--- src/rtl/ram_pkg.sv ---
// Shared definitions for the synchronous clearable RAM: clear-sequencer state
// encoding, default geometry and the even-parity helper.
package ram_pkg;

    localparam int unsigned DW_DEF    = 4;
    localparam int unsigned AW_DEF    = 2;
    localparam int unsigned PAR_MAX_W = 64;

    typedef enum logic {
        S_CLEAR = 1'b0,
        S_READY = 1'b1
    } clr_state_e;

    // Even parity bit: makes the total count of ones in {par, word} even.
    // Callers zero-extend their word to PAR_MAX_W bits, which leaves the XOR unchanged.
    function automatic logic par_even(input logic [PAR_MAX_W-1:0] word);
        return ^word;
    endfunction

endpackage

--- src/rtl/ram_sync_clr_if.sv ---
// Access bus of ram_sync_clr.
// master: drives en/we/a/d/clr, receives q/qv/rdy (and perr when RAM_PARITY_EN is defined).
// slave : the RAM side.
interface ram_sync_clr_if #(
    parameter int unsigned DW = 4,
    parameter int unsigned AW = 2
) ();
    logic          en;
    logic          we;
    logic [AW-1:0] a;
    logic [DW-1:0] d;
    logic          clr;
    logic [DW-1:0] q;
    logic          qv;
    logic          rdy;
`ifdef RAM_PARITY_EN
    logic          perr;

    modport master (output en, we, a, d, clr, input q, qv, rdy, perr);
    modport slave  (input en, we, a, d, clr, output q, qv, rdy, perr);
`else
    modport master (output en, we, a, d, clr, input q, qv, rdy);
    modport slave  (input en, we, a, d, clr, output q, qv, rdy);
`endif
endinterface

--- src/rtl/ram_clr_seq.sv ---
// Clear sequencer: after reset or a clr pulse, walks every address once,
// requesting an INIT_VAL write each cycle, then reports ready.
//   clk_i      : clock, rising edge
//   rst_i      : asynchronous active-high reset
//   clr_i      : restart the clear walk from address 0
//   clr_we_o   : clear write request (high for the whole walk)
//   clr_addr_o : address being cleared
//   rdy_o      : array initialised, user accesses accepted
module ram_clr_seq
    import ram_pkg::*;
#(
    parameter int unsigned AW = AW_DEF
) (
    input  logic          clk_i,
    input  logic          rst_i,
    input  logic          clr_i,
    output logic          clr_we_o,
    output logic [AW-1:0] clr_addr_o,
    output logic          rdy_o
);

    localparam logic [AW-1:0] LAST_ADDR = {AW{1'b1}};

    clr_state_e    state_q, state_d;
    logic [AW-1:0] cnt_q, cnt_d;

    // State and counter registers
    always_ff @(posedge clk_i or posedge rst_i) begin
        if (rst_i) begin
            state_q <= S_CLEAR;
            cnt_q   <= '0;
        end else begin
            state_q <= state_d;
            cnt_q   <= cnt_d;
        end
    end

    // Next state; the compare at LAST_ADDR ends the walk before the counter wraps
    always_comb begin
        state_d = state_q;
        cnt_d   = cnt_q;
        case (state_q)
            S_CLEAR: begin
                if (clr_i) begin
                    cnt_d = '0;
                end else if (cnt_q == LAST_ADDR) begin
                    state_d = S_READY;
                    cnt_d   = '0;
                end else begin
                    cnt_d = cnt_q + AW'(1);
                end
            end
            S_READY: begin
                if (clr_i) begin
                    state_d = S_CLEAR;
                    cnt_d   = '0;
                end
            end
            default: state_d = S_CLEAR;
        endcase
    end

    assign clr_we_o   = (state_q == S_CLEAR);
    assign clr_addr_o = cnt_q;
    assign rdy_o      = (state_q == S_READY);

endmodule

--- src/rtl/ram_sync_clr.sv ---
// Synchronous single-port RAM with 1-cycle registered read, read-valid strobe
// and a hardware clear sequencer that fills the array with INIT_VAL.
// Optional feature macro: RAM_PARITY_EN (per-word even parity, perr output).
//   clk_i : clock, rising edge
//   rst_i : asynchronous active-high reset
//   bus   : ram_sync_clr_if.slave (en, we, a, d, clr in; q, qv, rdy [, perr] out)
module ram_sync_clr
    import ram_pkg::*;
#(
    parameter int unsigned   DW       = DW_DEF,
    parameter int unsigned   AW       = AW_DEF,
    parameter logic [DW-1:0] INIT_VAL = '0
) (
    input  logic              clk_i,
    input  logic              rst_i,
    ram_sync_clr_if.slave     bus
);

    localparam int unsigned DEPTH = 1 << AW;
`ifdef RAM_PARITY_EN
    localparam int unsigned WW = DW + 1;
`else
    localparam int unsigned WW = DW;
`endif

    logic [WW-1:0] mem_q [DEPTH];

    logic          clr_we;
    logic [AW-1:0] clr_addr;
    logic          rdy;

    ram_clr_seq #(.AW(AW)) u_clr_seq (
        .clk_i      (clk_i),
        .rst_i      (rst_i),
        .clr_i      (bus.clr),
        .clr_we_o   (clr_we),
        .clr_addr_o (clr_addr),
        .rdy_o      (rdy)
    );

    // A clr pulse takes priority: any access in the same cycle is dropped
    logic user_acc, wr_en, rd_en;
    assign user_acc = rdy & bus.en & ~bus.clr;
    assign wr_en    = clr_we | (user_acc & bus.we);
    assign rd_en    = user_acc & ~bus.we;

    // Single write port shared between the clear walk and the user
    logic [AW-1:0] wr_addr;
    logic [DW-1:0] wr_data;
    logic [WW-1:0] wr_word;
    logic [WW-1:0] rd_word;
    assign wr_addr = clr_we ? clr_addr : bus.a;
    assign wr_data = clr_we ? INIT_VAL : bus.d;
`ifdef RAM_PARITY_EN
    assign wr_word = {par_even(PAR_MAX_W'(wr_data)), wr_data};
`else
    assign wr_word = wr_data;
`endif
    assign rd_word = mem_q[bus.a];

    // Storage array; contents are established by the clear walk, not by reset
    always_ff @(posedge clk_i) begin
        if (wr_en) begin
            mem_q[wr_addr] <= wr_word;
        end
    end

    logic [DW-1:0] q_q;
    logic          qv_q;
`ifdef RAM_PARITY_EN
    logic          perr_q;

    // Read data, strobe and parity check registered together
    always_ff @(posedge clk_i or posedge rst_i) begin
        if (rst_i) begin
            q_q    <= '0;
            qv_q   <= 1'b0;
            perr_q <= 1'b0;
        end else begin
            qv_q <= rd_en;
            if (rd_en) begin
                q_q    <= rd_word[DW-1:0];
                perr_q <= par_even(PAR_MAX_W'(rd_word[DW-1:0])) != rd_word[DW];
            end
        end
    end

    assign bus.perr = perr_q;
`else
    // Read data and strobe; q holds between reads
    always_ff @(posedge clk_i or posedge rst_i) begin
        if (rst_i) begin
            q_q  <= '0;
            qv_q <= 1'b0;
        end else begin
            qv_q <= rd_en;
            if (rd_en) begin
                q_q <= rd_word[DW-1:0];
            end
        end
    end
`endif

    assign bus.q   = q_q;
    assign bus.qv  = qv_q;
    assign bus.rdy = rdy;

endmodule

--- src/flat_wrapper.sv ---
// flat-port wrapper written by rule: the top's interface ports become plain ports
module ram_sync_clr_flat import ram_pkg::*;
#(
    parameter int unsigned   DW       = DW_DEF,
    parameter int unsigned   AW       = AW_DEF,
    parameter logic [DW-1:0] INIT_VAL = '0
)
  (clk_i, rst_i, bus_en, bus_we, bus_a, bus_d, bus_clr, bus_q, bus_qv, bus_rdy);
  ram_sync_clr_if #(.DW(DW), .AW(AW)) bus_i ();
  input  logic clk_i;
  input  logic rst_i;
  input wire logic [$bits(bus_i.en)-1:0] bus_en;
  input wire logic [$bits(bus_i.we)-1:0] bus_we;
  input wire logic [$bits(bus_i.a)-1:0] bus_a;
  input wire logic [$bits(bus_i.d)-1:0] bus_d;
  input wire logic [$bits(bus_i.clr)-1:0] bus_clr;
  output wire logic [$bits(bus_i.q)-1:0] bus_q;
  output wire logic [$bits(bus_i.qv)-1:0] bus_qv;
  output wire logic [$bits(bus_i.rdy)-1:0] bus_rdy;
  assign bus_i.en = bus_en;
  assign bus_i.we = bus_we;
  assign bus_i.a = bus_a;
  assign bus_i.d = bus_d;
  assign bus_i.clr = bus_clr;
  assign bus_q = bus_i.q;
  assign bus_qv = bus_i.qv;
  assign bus_rdy = bus_i.rdy;
  ram_sync_clr #(.DW(DW), .AW(AW), .INIT_VAL(INIT_VAL)) u_core (.clk_i(clk_i), .rst_i(rst_i), .bus(bus_i));
endmodule
--- config.mk ---
export PLATFORM = sky130hd
export DESIGN_NAME = ram_sync_clr_flat
export DESIGN_NICKNAME = d
export VERILOG_FILES = /design/src/rtl/ram_pkg.sv /design/src/rtl/ram_sync_clr_if.sv /design/src/rtl/ram_clr_seq.sv /design/src/rtl/ram_sync_clr.sv /design/src/flat_wrapper.sv
export SDC_FILE = /design/constraint.sdc
export NUM_CORES = 1
export LEC_CHECK = 0
export BUFFER_PORTS_ARGS = -buffer_cell sky130_fd_sc_hd__buf_2
export CAP_MARGIN = 15
export CELL_PAD_IN_SITES_DETAIL_PLACEMENT = 1
export CELL_PAD_IN_SITES_GLOBAL_PLACEMENT = 2
export CORE_MARGIN = 3
export CORE_UTILIZATION = 41
export DETAILED_ROUTE_END_ITERATION = 10
export PLACE_DENSITY_LB_ADDON = 0.1
export RECOVER_POWER = 50
export SKIP_CTS_REPAIR_TIMING = 1
export SLEW_MARGIN = 20
export SYNTH_ARGS = -nofsm -noshare
export SYNTH_HDL_FRONTEND = slang
export SYNTH_SLANG_ARGS = --single-unit
--- constraint.sdc ---
create_clock -name clk_i -period 1.9 [get_ports clk_i]
set_input_delay 0.38 -clock clk_i [delete_from_list [all_inputs] [get_ports clk_i]]
set_output_delay 0.38 -clock clk_i [all_outputs]
set_load 0.1 [all_outputs]
==> run_results.csv, run 1 <==
group,metric,value,unit
run_status,outcome,"finished, final reports clean",
worst_hold_path,type_of_the_worst_min_delay_path,"in2async",
timing,period_needed,1700,ps
clock_network,cts_max_level,1,
die,io-pin-count,17,
final_layout,layout.nets,91,
die,dieWidth,55.8,µm
place,port_buffers,16,
die,die_footprint,0.00311,mm²
clock_network,numClockSinks,24,
clock_network,tritoncts.num_buffers,3,
worst_setup_path,slowest_delay,530,ps
final_layout,layout.cells.most_common_list,"sky130_fd_sc_hd__buf_2 (16), sky130_fd_sc_hd__edfxtp_1 (16), sky130_fd_sc_hd__nor2_1 (9), sky130_fd_sc_hd__dfrtp_1 (8)",
run,max_cap_viol_count,0,
route,routed_wire_length_per_instance,16.5,µm
worst_setup_path,worstPathBufferInverterCount,1,
clock_network,tritoncts_clock_tree,"done",
route,m1WireLength,811,µm
route,drt_iter0_drc,8,
final_layout,layout-area-overhead-vs-synth,12.2,%
worst_setup_path,cp.depth,1,
clock_network,ctsLongestPathBuffers,2,
clock_network,clock_insertion_delay_at_the_later_pin_of_the_skew_report,300,ps
synthesis,post_synth_design_cell_area,0.00102,mm²
synthesis,yosysTopAreaCellShare,47.3,%
route,detail_route.wirelength,1.75,mm
route,detail_route.first_pass.iterations,4,
die,die_height,55.8,µm
global_route,initial_antenna_violation_count,0,
timing,upper_clock_frequency_limit,0.590,GHz
timing,layout_worst_path_cycle_share,89.3,%
worst_setup_path,timing.critical_path.fanout_max,8,
worst_setup_path,timing.critical_path.cells,"buf_2",
synthesis,synth.ff_latch_count,24,
route,drc_errors,0,
clock_network,cts.root.buffer_cell,"sky130_fd_sc_hd__clkbuf_4",
timing,setup_viol,0,
global_route,grt_remaining_overflow,0,
global_route,track_usage,13.0,%
die,initial_utilization,44.6,%
clock_network,clkTransAtPathRegs,120,ps
place,dp_hpwl,1.34,mm
timing,worst_slew_pin_slew,484,ps
global_route,grt_max_degree,14,
place,routabilityCongestion,0.719,
worst_setup_path,setup.worst_path.class,"reg2out",
synthesis,syn-instance-count,60,
die,placement_rows,17,
route,viasPerCell,5.23,
global_route,first_pass_grt_wire_length,3.10,mm
synthesis,synthDistinctLibCells,18,
synthesis,synthesis.area_per_instance,16.9,µm²
power_and_ir_drop,worst_ir_drop_vdd,0.621,mV
synthesis,synth.yosys.warnings,0,
route,met3_length,72,µm
synthesis,postSynthNetCount,72,
synthesis,post-synth-top-area-cell,"sky130_fd_sc_hd__edfxtp_1",
route,detailroute.wirelength.met2,854,µm
worst_setup_path,worstSetupEndpointType,"output pin",
timing,final-max-slew-violation-count,0,
timing,timing.slew.headroom,68.0,%
timing,finClkSkew,5.89,ps
worst_setup_path,crit_family,"flip-flops",
power_and_ir_drop,cellLeakagePower,0.471,nW
final_layout,final_layout_size_suffix_gt1_share,35.9,%
worst_setup_path,timing.critical_path.from_type,"flop",
route,route.vias.total,554,
worst_setup_path,crit_required,1520,ps
timing,finalSetupTns,0,ps
synthesis,seq_total_area_yosys,67.0,%
worst_setup_path,timing.reg2reg.worst_path_depth,2,
place,placedCellCount,102,
final_layout,n_antenna_cell,0,
route,max_used_layer,"met4",
final_layout,post_layout_nonfiller_instances,106,
worst_setup_path,worst_path_max_delay_cell,"sky130_fd_sc_hd__dfrtp_1",
synthesis,synth.area.top_cells,"sky130_fd_sc_hd__edfxtp_1 (47%), sky130_fd_sc_hd__dfrtp_1 (20%), sky130_fd_sc_hd__mux4_2 (8.9%)",
timing,timing.final.hold_violations,0,
worst_setup_path,cp_data_arrival_time,1320,ps
global_route,first_global_vias,594,
power_and_ir_drop,power.density_cell_area,1310,mW/mm²
timing,rsz0062_at_grt,"false",
die,core_area,0.00228,mm²
route,ant_nets,0,
## cells by family (layout without fill, tap and decap cells)
family | count (synthesis) | in the layout | synth area share [%]
AND/OR/NAND/NOR | 17 | 17 | 9.48
AO/OA/AOI/OAI | 2 | 2 | 0.985
adder cells (fa/ha/maj) | 1 | 1 | 1.23
buffers and inverters | 4 | 22 | 2.46
multiplexers | 12 | 12 | 18.8
flip-flops | 24 | 24 | 67.0
## report_power, final
| group | internal [W] | switching [W] | total, W |
|---|---|---|---|
| Clock | 0.0000765 | 0.000138 | 0.000214 |
| Combinational | 0.000144 | 0.000389 | 0.000533 |
| Sequential | 0.000695 | 0.0000511 | 0.000746 |
| Total | 0.000915 | 0.000578 | 0.00149 |
## flip-flops by register name (all words and copies together) (netlist names)
signal                       count
u_core.u_clr_seq.rdy_o           1
u_core.u_clr_seq.clr_addr_o      2
u_core.mem_q                    16
u_core.bus.q                     4
u_core.bus.qv                    1
## worst paths after layout
path	end	slack, ps	startpoint
min in group clk_i	u_core.u_clr_seq.rdy_o	290	bus_clr
max in group asynchronous	u_core.bus.q[1]	1630	rst_i
setup / recovery	bus_rdy	200	u_core.u_clr_seq.rdy_o
hold reg to reg	u_core.bus.q[1]	520	u_core.bus.q[1]
hold / removal	u_core.u_clr_seq.rdy_o	10	rst_i
setup reg to reg	u_core.mem_q[0][1]	300	u_core.u_clr_seq.rdy_o
## through the flow
step                      util (%)  power [W]  instance area, µm²  hold WS (ps)  setup slack [ps]
final                         50.1    0.00149                1140          12.6               204
after global routing          50.1    0.00159                1140          19.3               137
after CTS                     50.3    0.00152                1140          9.93               270
after detailed placement      49.1    0.00130                1120           361               224
after global placement        49.1    0.00129                1120           344               291
after floorplan                  -    0.00119                1020           196               242
## cells in the mapped netlist
| library cell | number |
|---|---|
| sky130_fd_sc_hd__and4b_1 | 1 |
| sky130_fd_sc_hd__clkbuf_2 | 1 |
| sky130_fd_sc_hd__ha_1 | 1 |
| sky130_fd_sc_hd__nor2_1 | 9 |
| sky130_fd_sc_hd__buf_2 | 1 |
| sky130_fd_sc_hd__mux4_2 | 4 |
| sky130_fd_sc_hd__dfrtp_1 | 8 |
| sky130_fd_sc_hd__mux2_2 | 1 |
| sky130_fd_sc_hd__mux2i_1 | 3 |
| sky130_fd_sc_hd__nor3_1 | 1 |
| sky130_fd_sc_hd__buf_6 | 1 |
| sky130_fd_sc_hd__edfxtp_1 | 16 |
| sky130_fd_sc_hd__a21oi_1 | 2 |
| sky130_fd_sc_hd__and2_1 | 4 |
| sky130_fd_sc_hd__and4bb_2 | 1 |
| sky130_fd_sc_hd__mux2_4 | 4 |
| sky130_fd_sc_hd__inv_1 | 1 |
| sky130_fd_sc_hd__nor4bb_1 | 1 |
## metal layers
| layer | vias to the layer above | track usage, % |
|---|---|---|
| met5 | - | 0 |
| met4 | 0 | 4.17 |
| met3 | 2 | 2.55 |
| met2 | 10 | 20.3 |
| met1 | 284 | 18.2 |
| li1 | 258 | - |
## area by class of cell
| class | count | area (µm²) |
|---|---|---|
| Multi-Input combinational cell | 32 | 310 |
| Tap cell | 28 | 35.0 |
| Clock inverter | 1 | 3.75 |
| Clock buffer | 3 | 22.5 |
| Inverter | 1 | 3.75 |
| Fill cell | 229 | 1140 |
| Sequential cell | 24 | 681 |
| Timing Repair Buffer | 17 | 83.8 |
(Power assumes the default switching activity.)
==> inputs of run 2 (changes only) <==
--- a/config.mk
+++ b/config.mk
@@ -5,13 +5,13 @@
 export SDC_FILE = /design/constraint.sdc
 export NUM_CORES = 1
 export LEC_CHECK = 0
-export BUFFER_PORTS_ARGS = -buffer_cell sky130_fd_sc_hd__buf_2
 export CAP_MARGIN = 15
 export CELL_PAD_IN_SITES_DETAIL_PLACEMENT = 1
 export CELL_PAD_IN_SITES_GLOBAL_PLACEMENT = 2
 export CORE_MARGIN = 3
-export CORE_UTILIZATION = 41
+export CORE_UTILIZATION = 46
 export DETAILED_ROUTE_END_ITERATION = 10
+export DONT_BUFFER_PORTS = 1
 export PLACE_DENSITY_LB_ADDON = 0.1
 export RECOVER_POWER = 50
 export SKIP_CTS_REPAIR_TIMING = 1
==> run 2 against run 1 <==
Via count shrank 8.8%; core utilization up 4.6 points; critical endpoint unchanged; worst hold slack better by 100 ps; register-to-register slack worse by 80 ps; design area is 3.0% lower; die area decreased by 9.7%; maximum frequency down 0.30%; critical path type unchanged; sequential power rose by 33%; flip-flop and latch count unchanged; clock skew shrank 3.7 ps; count of clock-buffer cells in the layout unchanged.
==> run_results.csv, run 2 (synthesis results as in run 1) <==
group,metric,value,unit
final_layout,layout.nets,77,
clock_network,clkTransAtPathRegs,130,ps
route,detail_route.wirelength,1.79,mm
final_layout,n_antenna_cell,0,
clock_network,ctsLongestPathBuffers,2,
die,io-pin-count,17,
timing,timing.slew.headroom,37.4,%
die,dieWidth,53.0,µm
route,viasPerCell,5.55,
route,detailroute.wirelength.met2,915,µm
route,met3_length,60,µm
clock_network,tritoncts_clock_tree,"done",
worst_setup_path,worst_path_max_delay_cell,"sky130_fd_sc_hd__dfrtp_1",
die,placement_rows,16,
final_layout,final_layout_size_suffix_gt1_share,23.4,%
clock_network,tritoncts.num_buffers,3,
final_layout,commonest_non_fill_non_tap_cell_in_the_layout,"sky130_fd_sc_hd__edfxtp_1",
route,m1WireLength,788,µm
timing,rsz0062_at_grt,"false",
worst_setup_path,setup.worst_path.class,"reg2out",
worst_setup_path,timing.reg2reg.worst_path_depth,2,
worst_hold_path,holdCritStartpoint,"bus_clr",
global_route,track_usage,15.2,%
final_layout,multi_input_comb_area,310,µm²
worst_setup_path,crit_required,1520,ps
place,routabilityCongestion,0.748,
worst_hold_path,hold-path-cell-count,1,
final_layout,final.fill_count,192,
place,port_buffers,0,
timing,final.hold.worst_slack,113,ps
worst_hold_path,type_of_the_worst_min_delay_path,"in2reg",
route,drt_iter0_drc,5,
final_layout,layout.cells.most_common_list,"sky130_fd_sc_hd__edfxtp_1 (16), sky130_fd_sc_hd__nor2_1 (9), sky130_fd_sc_hd__dfrtp_1 (8)",
power_and_ir_drop,total_power,0.00160,W
timing,period_needed,1700,ps
timing,final-max-slew-violation-count,0,
clock_network,cts.root.buffer_cell,"sky130_fd_sc_hd__clkbuf_4",
global_route,initial_antenna_violation_count,0,
worst_setup_path,timing.critical_path.from_type,"flop",
power_and_ir_drop,power.density_cell_area,1450,mW/mm²
worst_setup_path,r2r-start,"u_core.u_clr_seq.rdy_o",
worst_setup_path,crit_family,"flip-flops",
worst_setup_path,worstPathBufferInverterCount,1,
worst_hold_path,min_to,"u_core.u_clr_seq.clr_addr_o[1]",
route,detail_route.first_pass.iterations,4,
worst_setup_path,slowest_delay,610,ps
global_route,grt_remaining_overflow,0,
die,die_height,53.0,µm
worst_setup_path,worstSetupEndpointType,"output pin",
worst_setup_path,worst-r2r-setup-slack,220,ps
worst_setup_path,reg2reg_to,"u_core.mem_q[2][1]",
final_layout,layout-area-overhead-vs-synth,8.87,%
global_route,first_pass_grt_wire_length,2.90,mm
timing,timing.final.hold_violations,0,
clock_network,cts_max_level,1,
run_status,outcome,"finished, final reports clean",
timing,worst_slew_pin_slew,939,ps
clock_network,clock_insertion_delay_at_the_later_pin_of_the_skew_report,310,ps
timing,setup_viol,0,
worst_setup_path,timing.critical_path.fanout_max,11,
run,max_cap_viol_count,0,
worst_setup_path,cp_data_arrival_time,1320,ps
timing,upper_clock_frequency_limit,0.588,GHz
final_layout,max_flop_register,"u_core.mem_q",
route,routed_wire_length_per_instance,19.7,µm
die,initial_utilization,50.2,%
route,max_used_layer,"met4",
worst_setup_path,timing.critical_path.cells,"buf_4",
worst_setup_path,critical_path_startpoint,"u_core.u_clr_seq.rdy_o",
timing,finClkSkew,2.18,ps
route,route.vias.total,505,
die,core_area,0.00202,mm²
power_and_ir_drop,worst_ir_drop_vdd,0.830,mV
clock_network,numClockSinks,24,
global_route,first_global_vias,546,
global_route,grt_max_degree,15,
final_layout,storage_cell_area,681,µm²
route,ant_nets,0,
final_layout,post-route-util,54.7,%
timing,layout_worst_path_cycle_share,89.5,%
final_layout,largest_register_ff_count,16,
die,die_footprint,0.00281,mm²
timing,finalSetupTns,0,ps
route,drc_errors,0,
place,dp_hpwl,1.37,mm
power_and_ir_drop,cellLeakagePower,0.427,nW
run 2: worst max path at each step:
stage | endpoint | slack (ps) | cells after the start
floorplan | u_core.mem_q[0][0] | 240 | 2
global placement | u_core.mem_q[2][2] | 380 | 2
global route | u_core.mem_q[0][2] | 140 | 2
finish | bus_rdy | 200 | 1
CTS | bus_q[2] | 210 | 0
detailed placement | u_core.mem_q[2][1] | 360 | 2
run 2: metrics by stage:
| stage | worst slack [ps] | std cells | area [µm²] |
|---|---|---|---|
| 4_1_cts | 213 | 90 | 1100 |
| 2_1_floorplan | 242 | 60 | 1020 |
| 3_3_place_gp | 384 | 86 | 1040 |
| 6_report | 199 | 91 | 1110 |
| 3_5_place_dp | 356 | 86 | 1040 |
| 5_1_grt | 141 | 91 | 1110 |
run 2: routing by layer:
| metal | vias to the layer above | global-route usage (%) |
|---|---|---|
| met2 | 10 | 23.3 |
| li1 | 231 | - |
| met3 | 4 | 3.10 |
| met1 | 260 | 21.0 |
| met5 | - | 0 |
| met4 | 0 | 6.38 |
run 2: cell type report:
type	count	area share [%]
inverters	1	0.339
repair buffers	3	2.26
flip-flops and latches	24	61.5
multi-input cells	32	28.1
clock inverters	1	2.71
well taps	27	3.05
clock buffers	3	2.04
run 2: report_power, final:
part | switching, W | internal, W | total, W
Combinational | 0.000127 | 0.000119 | 0.000246
Clock | 0.000147 | 0.000213 | 0.000360
Sequential | 0.000302 | 0.000690 | 0.000992
